$ cat config.mk
export PLATFORM = sky130hd
export DESIGN_NAME = pipeio_responder
export DESIGN_NICKNAME = d
export VERILOG_FILES = /design/src/rtl/pipeio_pkg.sv /design/src/rtl/pipeio_debounce.sv /design/src/rtl/pipeio_responder.sv
export SDC_FILE = /design/constraint.sdc
export NUM_CORES = 1
export LEC_CHECK = 0
export BUFFER_PORTS_ARGS = -buffer_cell sky130_fd_sc_hd__buf_2
export CAP_MARGIN = 30
export CORE_ASPECT_RATIO = 1.4
export CORE_MARGIN = 10
export CORE_UTILIZATION = 47
export DETAILED_ROUTE_END_ITERATION = 8
export GPL_TIMING_DRIVEN = 0
export PLACE_DENSITY = 0.78
export SYNTH_ARGS = -nofsm -noshare
export SYNTH_HDL_FRONTEND = slang
export SYNTH_SLANG_ARGS = --single-unit
$ cat constraint.sdc
create_clock -name clock -period 2.5 [get_ports clock]
set_input_delay 0.375 -clock clock [delete_from_list [all_inputs] [get_ports clock]]
set_output_delay 0.375 -clock clock [all_outputs]
set_load 0.005 [all_outputs]
$ cat src/rtl/pipeio_pkg.sv
// Shared register map, status bit positions and sizing helper for the
// pipelined-CPU I/O responder.
package pipeio_pkg;

    localparam logic [3:0] OFF_IN0    = 4'd0;
    localparam logic [3:0] OFF_IN1    = 4'd1;
    localparam logic [3:0] OFF_STATUS = 4'd2;
    localparam logic [3:0] OFF_IRQEN  = 4'd3;
    localparam logic [3:0] OFF_OUT0   = 4'd4;
    localparam logic [3:0] OFF_OUT1   = 4'd5;
    localparam logic [3:0] OFF_OUT2   = 4'd6;
    localparam logic [3:0] OFF_OUT3   = 4'd7;

    localparam int STAT_CHG0 = 0;
    localparam int STAT_CHG1 = 1;

    function automatic int cnt_width(input int debounce);
        return $clog2(debounce + 1);
    endfunction

endpackage

$ cat src/rtl/pipeio_debounce.sv
// Two-flop synchronizer plus stability counter for one raw switch port;
// commit is a strobe for the edge at which the committed value updates.
module pipeio_debounce
    import pipeio_pkg::*;
#(
    parameter int IN_W     = 6,
    parameter int DEBOUNCE = 16
) (
    input  logic            clock,
    input  logic            reset,
    input  logic [IN_W-1:0] raw_in,
    output logic [IN_W-1:0] value,
    output logic            commit
);

    localparam int               CNT_W    = cnt_width(DEBOUNCE);
    localparam logic [CNT_W-1:0] CNT_LAST = CNT_W'(DEBOUNCE - 1);

    logic [IN_W-1:0]  sync1_r;
    logic [IN_W-1:0]  sync2_r;
    logic [IN_W-1:0]  value_r;
    logic [CNT_W-1:0] cnt_r;
    logic [CNT_W-1:0] cnt_next_s;
    logic             commit_s;

    // Counter restarts whenever the synchronized value is about to move.
    always_comb begin
        cnt_next_s = '0;
        commit_s   = 1'b0;
        if (sync1_r != sync2_r) begin
            cnt_next_s = '0;
        end else if (sync2_r == value_r) begin
            cnt_next_s = '0;
        end else if (cnt_r == CNT_LAST) begin
            cnt_next_s = '0;
            commit_s   = 1'b1;
        end else begin
            cnt_next_s = cnt_r + CNT_W'(1);
        end
    end

    // Synchronizer, counter and committed value.
    always_ff @(posedge clock) begin
        if (reset) begin
            sync1_r <= '0;
            sync2_r <= '0;
            value_r <= '0;
            cnt_r   <= '0;
        end else begin
            sync1_r <= raw_in;
            sync2_r <= sync1_r;
            cnt_r   <= cnt_next_s;
            if (commit_s) begin
                value_r <= sync2_r;
            end else begin
                value_r <= value_r;
            end
        end
    end

    assign value  = value_r;
    assign commit = commit_s;

endmodule

$ cat src/rtl/pipeio_responder.sv
// MEM-stage I/O window: word-wide register file with output strobes,
// debounced input ports, sticky change flags and a level interrupt.
module pipeio_responder
    import pipeio_pkg::*;
#(
    parameter int          IN_W     = 6,
    parameter int          DEBOUNCE = 16,
    parameter logic [31:0] IO_BASE  = 32'h0000_0080
) (
    input  logic            clock,
    input  logic            reset,
    input  logic [31:0]     addr,
    input  logic [31:0]     wdata,
    input  logic            we,
    input  logic            re,
    output logic [31:0]     rdata,
    output logic            io_sel,
    input  logic [IN_W-1:0] in_port0,
    input  logic [IN_W-1:0] in_port1,
    output logic [31:0]     out_port0,
    output logic [31:0]     out_port1,
    output logic [31:0]     out_port2,
    output logic [31:0]     out_port3,
    output logic [3:0]      out_strobe,
    output logic            irq
);

    logic            io_sel_s;
    logic [3:0]      off_s;
    logic [IN_W-1:0] in0_s;
    logic [IN_W-1:0] in1_s;
    logic [1:0]      commit_s;
    logic [3:0]      wr_onehot_s;
    logic            irqen_wr_s;
    logic            status_rd_s;
    logic [31:0]     rdata_s;
    logic            unused_addr_s;

    logic [31:0]     out_r [4];
    logic [3:0]      strobe_r;
    logic [1:0]      irqen_r;
    logic [1:0]      chg_r;

    assign io_sel_s      = (addr[31:6] == IO_BASE[31:6]);
    assign off_s         = addr[5:2];
    assign unused_addr_s = ^addr[1:0];

    pipeio_debounce #(.IN_W(IN_W), .DEBOUNCE(DEBOUNCE)) u_deb0 (
        .clock  (clock),
        .reset  (reset),
        .raw_in (in_port0),
        .value  (in0_s),
        .commit (commit_s[STAT_CHG0])
    );

    pipeio_debounce #(.IN_W(IN_W), .DEBOUNCE(DEBOUNCE)) u_deb1 (
        .clock  (clock),
        .reset  (reset),
        .raw_in (in_port1),
        .value  (in1_s),
        .commit (commit_s[STAT_CHG1])
    );

    // Store decode: one-hot output-port select and IRQEN write enable.
    always_comb begin
        wr_onehot_s = 4'b0000;
        irqen_wr_s  = 1'b0;
        if (we && io_sel_s) begin
            case (off_s)
                OFF_OUT0:  wr_onehot_s = 4'b0001;
                OFF_OUT1:  wr_onehot_s = 4'b0010;
                OFF_OUT2:  wr_onehot_s = 4'b0100;
                OFF_OUT3:  wr_onehot_s = 4'b1000;
                OFF_IRQEN: irqen_wr_s  = 1'b1;
                default:   wr_onehot_s = 4'b0000;
            endcase
        end else begin
            wr_onehot_s = 4'b0000;
        end
    end

    assign status_rd_s = re && io_sel_s && (off_s == OFF_STATUS);

    // Register file, strobes and sticky flags; a new change beats a clearing read.
    always_ff @(posedge clock) begin
        if (reset) begin
            for (int i = 0; i < 4; i++) begin
                out_r[i] <= 32'd0;
            end
            strobe_r <= 4'b0000;
            irqen_r  <= 2'b00;
            chg_r    <= 2'b00;
        end else begin
            for (int i = 0; i < 4; i++) begin
                if (wr_onehot_s[i]) begin
                    out_r[i] <= wdata;
                end else begin
                    out_r[i] <= out_r[i];
                end
            end
            strobe_r <= wr_onehot_s;
            if (irqen_wr_s) begin
                irqen_r <= wdata[1:0];
            end else begin
                irqen_r <= irqen_r;
            end
            chg_r <= commit_s | (chg_r & ~{2{status_rd_s}});
        end
    end

    // Load mux over registered state; outside the window the bus reads zero.
    always_comb begin
        rdata_s = 32'd0;
        if (io_sel_s) begin
            case (off_s)
                OFF_IN0:    rdata_s = {{(32-IN_W){1'b0}}, in0_s};
                OFF_IN1:    rdata_s = {{(32-IN_W){1'b0}}, in1_s};
                OFF_STATUS: rdata_s = {30'd0, chg_r};
                OFF_IRQEN:  rdata_s = {30'd0, irqen_r};
                OFF_OUT0:   rdata_s = out_r[0];
                OFF_OUT1:   rdata_s = out_r[1];
                OFF_OUT2:   rdata_s = out_r[2];
                OFF_OUT3:   rdata_s = out_r[3];
                default:    rdata_s = 32'd0;
            endcase
        end else begin
            rdata_s = 32'd0;
        end
    end

    assign rdata      = rdata_s;
    assign io_sel     = io_sel_s;
    assign out_port0  = out_r[0];
    assign out_port1  = out_r[1];
    assign out_port2  = out_r[2];
    assign out_port3  = out_r[3];
    assign out_strobe = strobe_r;
    assign irq        = |(chg_r & irqen_r);

endmodule

Yosys cells after proc, flatten, opt, wreduce, memory -nomap -nowiden

Memories as Yosys holds them, arrays and structs flattened.
Index checks and enable logic that the tools add are counted.
W data, S select, Z words.

Reduce and logical (&&, ||, !) cells: 7
Bitwise operators: 12
Eq/ne operators: 14
Add/subtract/negate cells: 2
Mux-type cells: 46

Operator list:

| cell                  | count |
|---|---|
| $mux W32              | 9 |
| $pmux W32 S8          | 1 |
| $mux W1               | 34 |
| $eq A26 B2 Y1 const B | 1 |
| $eq A4 B3 Y1 const B  | 4 |
| $pmux W4 S4           | 1 |
| $eq A6 B6 Y1          | 2 |
| $ne A6 B6 Y1          | 2 |
| $add A5 B1 Y5 const B | 2 |
| $eq A5 B4 Y1 const B  | 2 |
| $eq A4 B2 Y1 const B  | 2 |
| $or A1 B1 Y1          | 8 |
| $reduce_or A4 Y1      | 2 |
| $and A2 B2 Y2         | 2 |
| $eq A4 B1 Y1 const B  | 1 |
| $logic_not A4 Y1      | 1 |
| $mux W4               | 1 |
| $logic_and A1 B1 Y1   | 3 |
| $not A2 Y2            | 1 |
| $or A2 B2 Y2          | 1 |
| $reduce_or A2 Y1      | 1 |

Bits in registers: 54
Memories: 1
Output and inout bits: 166
Bits of input ports: 80
Logic and storage cells: 93
RAM bits: 128

Memories:

| name  | words | bits a word | read ports | clocked after memory_dff | write ports | line                   | RTL |
|---|---|---|---|---|---|---|---|
| out_r | 4     | 32          | 4          | 0                        | 4           | pipeio_responder.sv:39 | `logic [31:0] out_r [4];` |

Logic depth before layout (Yosys ltp)

Depth after elaboration: 8
Gate-level depth with buffers: 7
Mapped depth without buffers: 7

Hierarchy

A second synthesis with hierarchy kept.

Cells, all modules: 647
Area total of the unflattened synthesis: 8060.2 sq um

By module, submodules not included:

| module           | cells an instance | times used | sequential area each (sq um) | area an instance (sq um) |
|---|---|---|---|---|
| pipeio_responder | 471               | 1          | 4003.8                       | 6193.4 |
| pipeio_debounce  | 88                | 2          | 460.4                        | 933.4 |

Worst setup path before layout

Ideal clock, no wire load.

Path kind: input -> register
From: in addr[21]
To: mem out_r[3][0] (enable)
Setup slack: -0.110 ns
Arrival time: 2.221 ns
Path buffers: 1
Required time: 2.111 ns
Setup time: 0.389 ns
Stages on the path: 5
Cells stage by stage: or4_4 > nor3_4 > nand4_4 > buf_6 > nand2_1

RTL lines:

| element            | line                   | RTL |
|---|---|---|
| start: declaration | pipeio_responder.sv:12 | `input logic [31:0] addr,` |
| end: declaration   | pipeio_responder.sv:39 |  |

Worst setup path after layout

From: in addr[2]
To: out rdata[16]

Longest elaborated chain between the ends: 3
Elaborated cells on any way between the ends: 10
Classes of those cells: eq/ne (7); mux (2); reduce/logical (1)

RTL lines:

| element                              | line                    | RTL |
|---|---|---|
| $eq A4 B3 Y1 (tied with other cells) | pipeio_responder.sv:115 | `case (off_s)` |
| $pmux W32 S8 (*)                     | pipeio_responder.sv:115 |  |
| $mux W32 (*)                         | pipeio_responder.sv:114 | `if (io_sel_s) begin` |
| end: declaration                     | pipeio_responder.sv:16  | `output logic [31:0] rdata,` |

Every way passes the cells marked *; elsewhere a longest branch is shown, timed or not.

==> results.tsv <==
metric	value	unit
status	finished, violations left	
failed_checks	setup timing	
max_freq	0.3983	GHz
via_count	6124	
dr.pass1.iters	5	
drv_cap	0	
rsz0062_at_grt	true	
cp_slowest_stage_delay	0.51	ns
start_kind	input port	
async_reset_ff_share	0	%
syn_inst	640	
final.period_utilization	100.4	%
gp_congestion	0.8320	
hold_viol	0	
synth_area	8066	um^2
synth-seq-cells	182	
dominantRegCellSynth	edfxtp_1	
avgSynthCellArea	12.60	um^2
numCtsBuffers	17	
cts_buffer_depth	2	
arrival	2.14	ns
grt_usage	21.98	%
syn_nets	724	
worst_pin_slew	0.9745	ns
ys_warn_count	0	
fin_util	60.20	%
slew_headroom	35.04	%
grt_max_degree	33	
drc_errors	0	
syn_to_final_growth	25.50	%
powerDensity	659.7	nW/um^2
setup_ws	-0.01066	ns
drive_gt1_share	38.23	%
endpoint_kind	output port	
cts_tree	done	
finClkSkew	0.008993	ns
worst-path-buf-inv	3	
die_x	130.7	um
required	2.12	ns
hpwl	18640	um
setup_viol	1	
numPortBuffers	241	
ys_types	53	
post_cts_buffers	0	
yosysSeqAreaShare	61.05	%
antenna_found_initial	3	
grt_first_pass_wirelength	37710	um
netlist.area_leader.share	47.65	%
finalPower	6.678	mW
coreArea	16820	um^2
crit_top_cell	buf_2	
yosysTopAreaCell	edfxtp_1	
vdd_drop_max	0.0004671	V
htreeDepth	4	
nets	984	
critPathTopFamily	buffers and inverters	
worst-path-max-fanout	10	
critPathKind	input port to output port	
vias_per_cell	5.478	
insertion_delay	0.43	ns
synthTopCellsByArea	edfxtp_1 48%, dfxtp_1 13%, nor2b_1 9.2%	
period_minus_slack	2.511	ns
initial_core_util	47.97	%
p_leak	3.997	nW
nFillCells	1386	
hold_path_class	input port to flip-flop	
grt_pass1_vias	6432	
gr-total-overflow	0	
synth_edf_count	128	
drv_slew	0	
rows	56	
dr.first_iter.drc_count	438	
drt-total-wl	25340	um
postRouteAntennaNets	0	
dieArea	22880	um^2
crit_slowest_cell	clkbuf_1	
crit_path_cell_trace	buf_2 > nor2b_1 > and2_1 > clkbuf_1 > a22oi_1 > a21oi_1 > buf_2	
path_clk_slew	0.06	ns
cts_num_sinks	182	
cts_root_buf	clkbuf_16	
wire_per_inst	22.66	um
fp.dieH	175.0	um
ios	246	
## layer usage
metal | up-vias | share of wire [%] | global-route usage, %
met4 | 2 | 3.1 | 9.340
li1 | 2819 | - | -
met2 | 279 | 51 | 37.28
met3 | 54 | 9.3 | 8.846
met1 | 2970 | 37 | 23.41
met5 | - | 0.051 | 0
## final timing paths
kind,start,endpoint,slack (ns),cells past startpoint
worst max-delay path,addr[2],rdata[16],-0.01,7
worst max register to register,u_deb1.cnt_r[0],u_deb1.value[3],0.58,6
worst min register to register,u_deb0.cnt_r[0],u_deb0.cnt_r[0],0.45,1
worst min-delay path,in_port0[0],u_deb0.sync1_r[0],0.15,2
## kinds of logic (layout without fill, tap and decap cells)
| group | Yosys count | after routing | synth area share, % |
|---|---|---|---|
| compound gates | 105 | 105 | 9.477 |
| simple gates | 246 | 246 | 19.50 |
| other cells | 0 | 2 | 0 |
| flops | 182 | 182 | 61.05 |
| buf+inv | 52 | 325 | 3.102 |
| fa+ha+maj | 4 | 4 | 0.6205 |
| xor+xnor | 28 | 28 | 3.040 |
| mux | 23 | 23 | 3.211 |
## sequential cells by signal, summed over array words and instances, names as in the netlist
name / cells
out_strobe: 4
u_deb1.sync2_r: 6
u_deb0.sync1_r: 6
chg_r: 2
u_deb0.cnt_r: 5
u_deb0.sync2_r: 6
u_deb0.value: 6
u_deb1.value: 6
u_deb1.cnt_r: 5
u_deb1.sync1_r: 6
irqen_r: 2
out_r: 128
## metrics by stage
step                      setup WS [ns]  TNS [ns]  std cells  cell area [um^2]  hold WS, ns
after floorplan                  0.1759         0        640              8073       0.4175
after global placement          -0.5085    -60.37       1084              9533       0.4287
after detailed placement        -0.5387    -65.62       1084              9533       0.4389
after CTS                      -0.07425    -2.743       1116             10100       0.1433
after global routing           -0.07960    -1.697       1117             10120       0.1485
final                          -0.01066  -0.01066       1118             10120       0.1502
## power breakdown
| part | leakage, nW | switching, mW | internal [mW] | total (mW) |
|---|---|---|---|---|
| logic | 2.06 | 0.338 | 0.259 | 0.596 |
| clock network | 0.271 | 1.24 | 1.31 | 2.55 |
| registers | 1.67 | 0.114 | 3.41 | 3.53 |
## repair_timing
action | 4_1_cts | 5_1_grt
pin swaps | 0 | 0
resized for setup | 5 | 10
hold buffers | 0 | 0
setup endpoints to repair | 122 | 94
## cells in the final DEF, fill, tap and decap left out, drive strengths merged, types with 4 or more instances in the layout
master	instances
buf	256
nor2b	145
edfxtp	128
a22oi	57
dfxtp	54
clkbuf	42
nand2	35
a21oi	31
nor2	20
inv	20
mux2i	18
xor2	14
xnor2	14
and3	9
nor4	7
nor3	5
clkinv	5
nand3	4
ha	4
## synth_stat cells (11+ instances only)
library cell	count
a22oi_1	57
xor2_1	14
nand2_1	34
xnor2_1	14
nor2_1	20
nor2b_1	118
a21oi_1	22
edfxtp_1	128
clkbuf_1	26
inv_1	11
mux2i_1	18
nor2b_2	19
dfxtp_1	54
## cell type report
cell class	count	area [um^2]	share of cell area [%]
Sequential cell	182	4925	48.65
Timing Repair Buffer	241	1206	11.91
Tap cell	203	254.0	2.509
Buffer	40	214.0	2.113
Clock buffer	17	425.4	4.202
Antenna cell	2	5.005	0.04944
Clock inverter	15	132.6	1.310
Multi-Input combinational cell	406	2917	28.81
Inverter	12	45.04	0.4449
No activity file was read; power rests on OpenSTA's default activity.
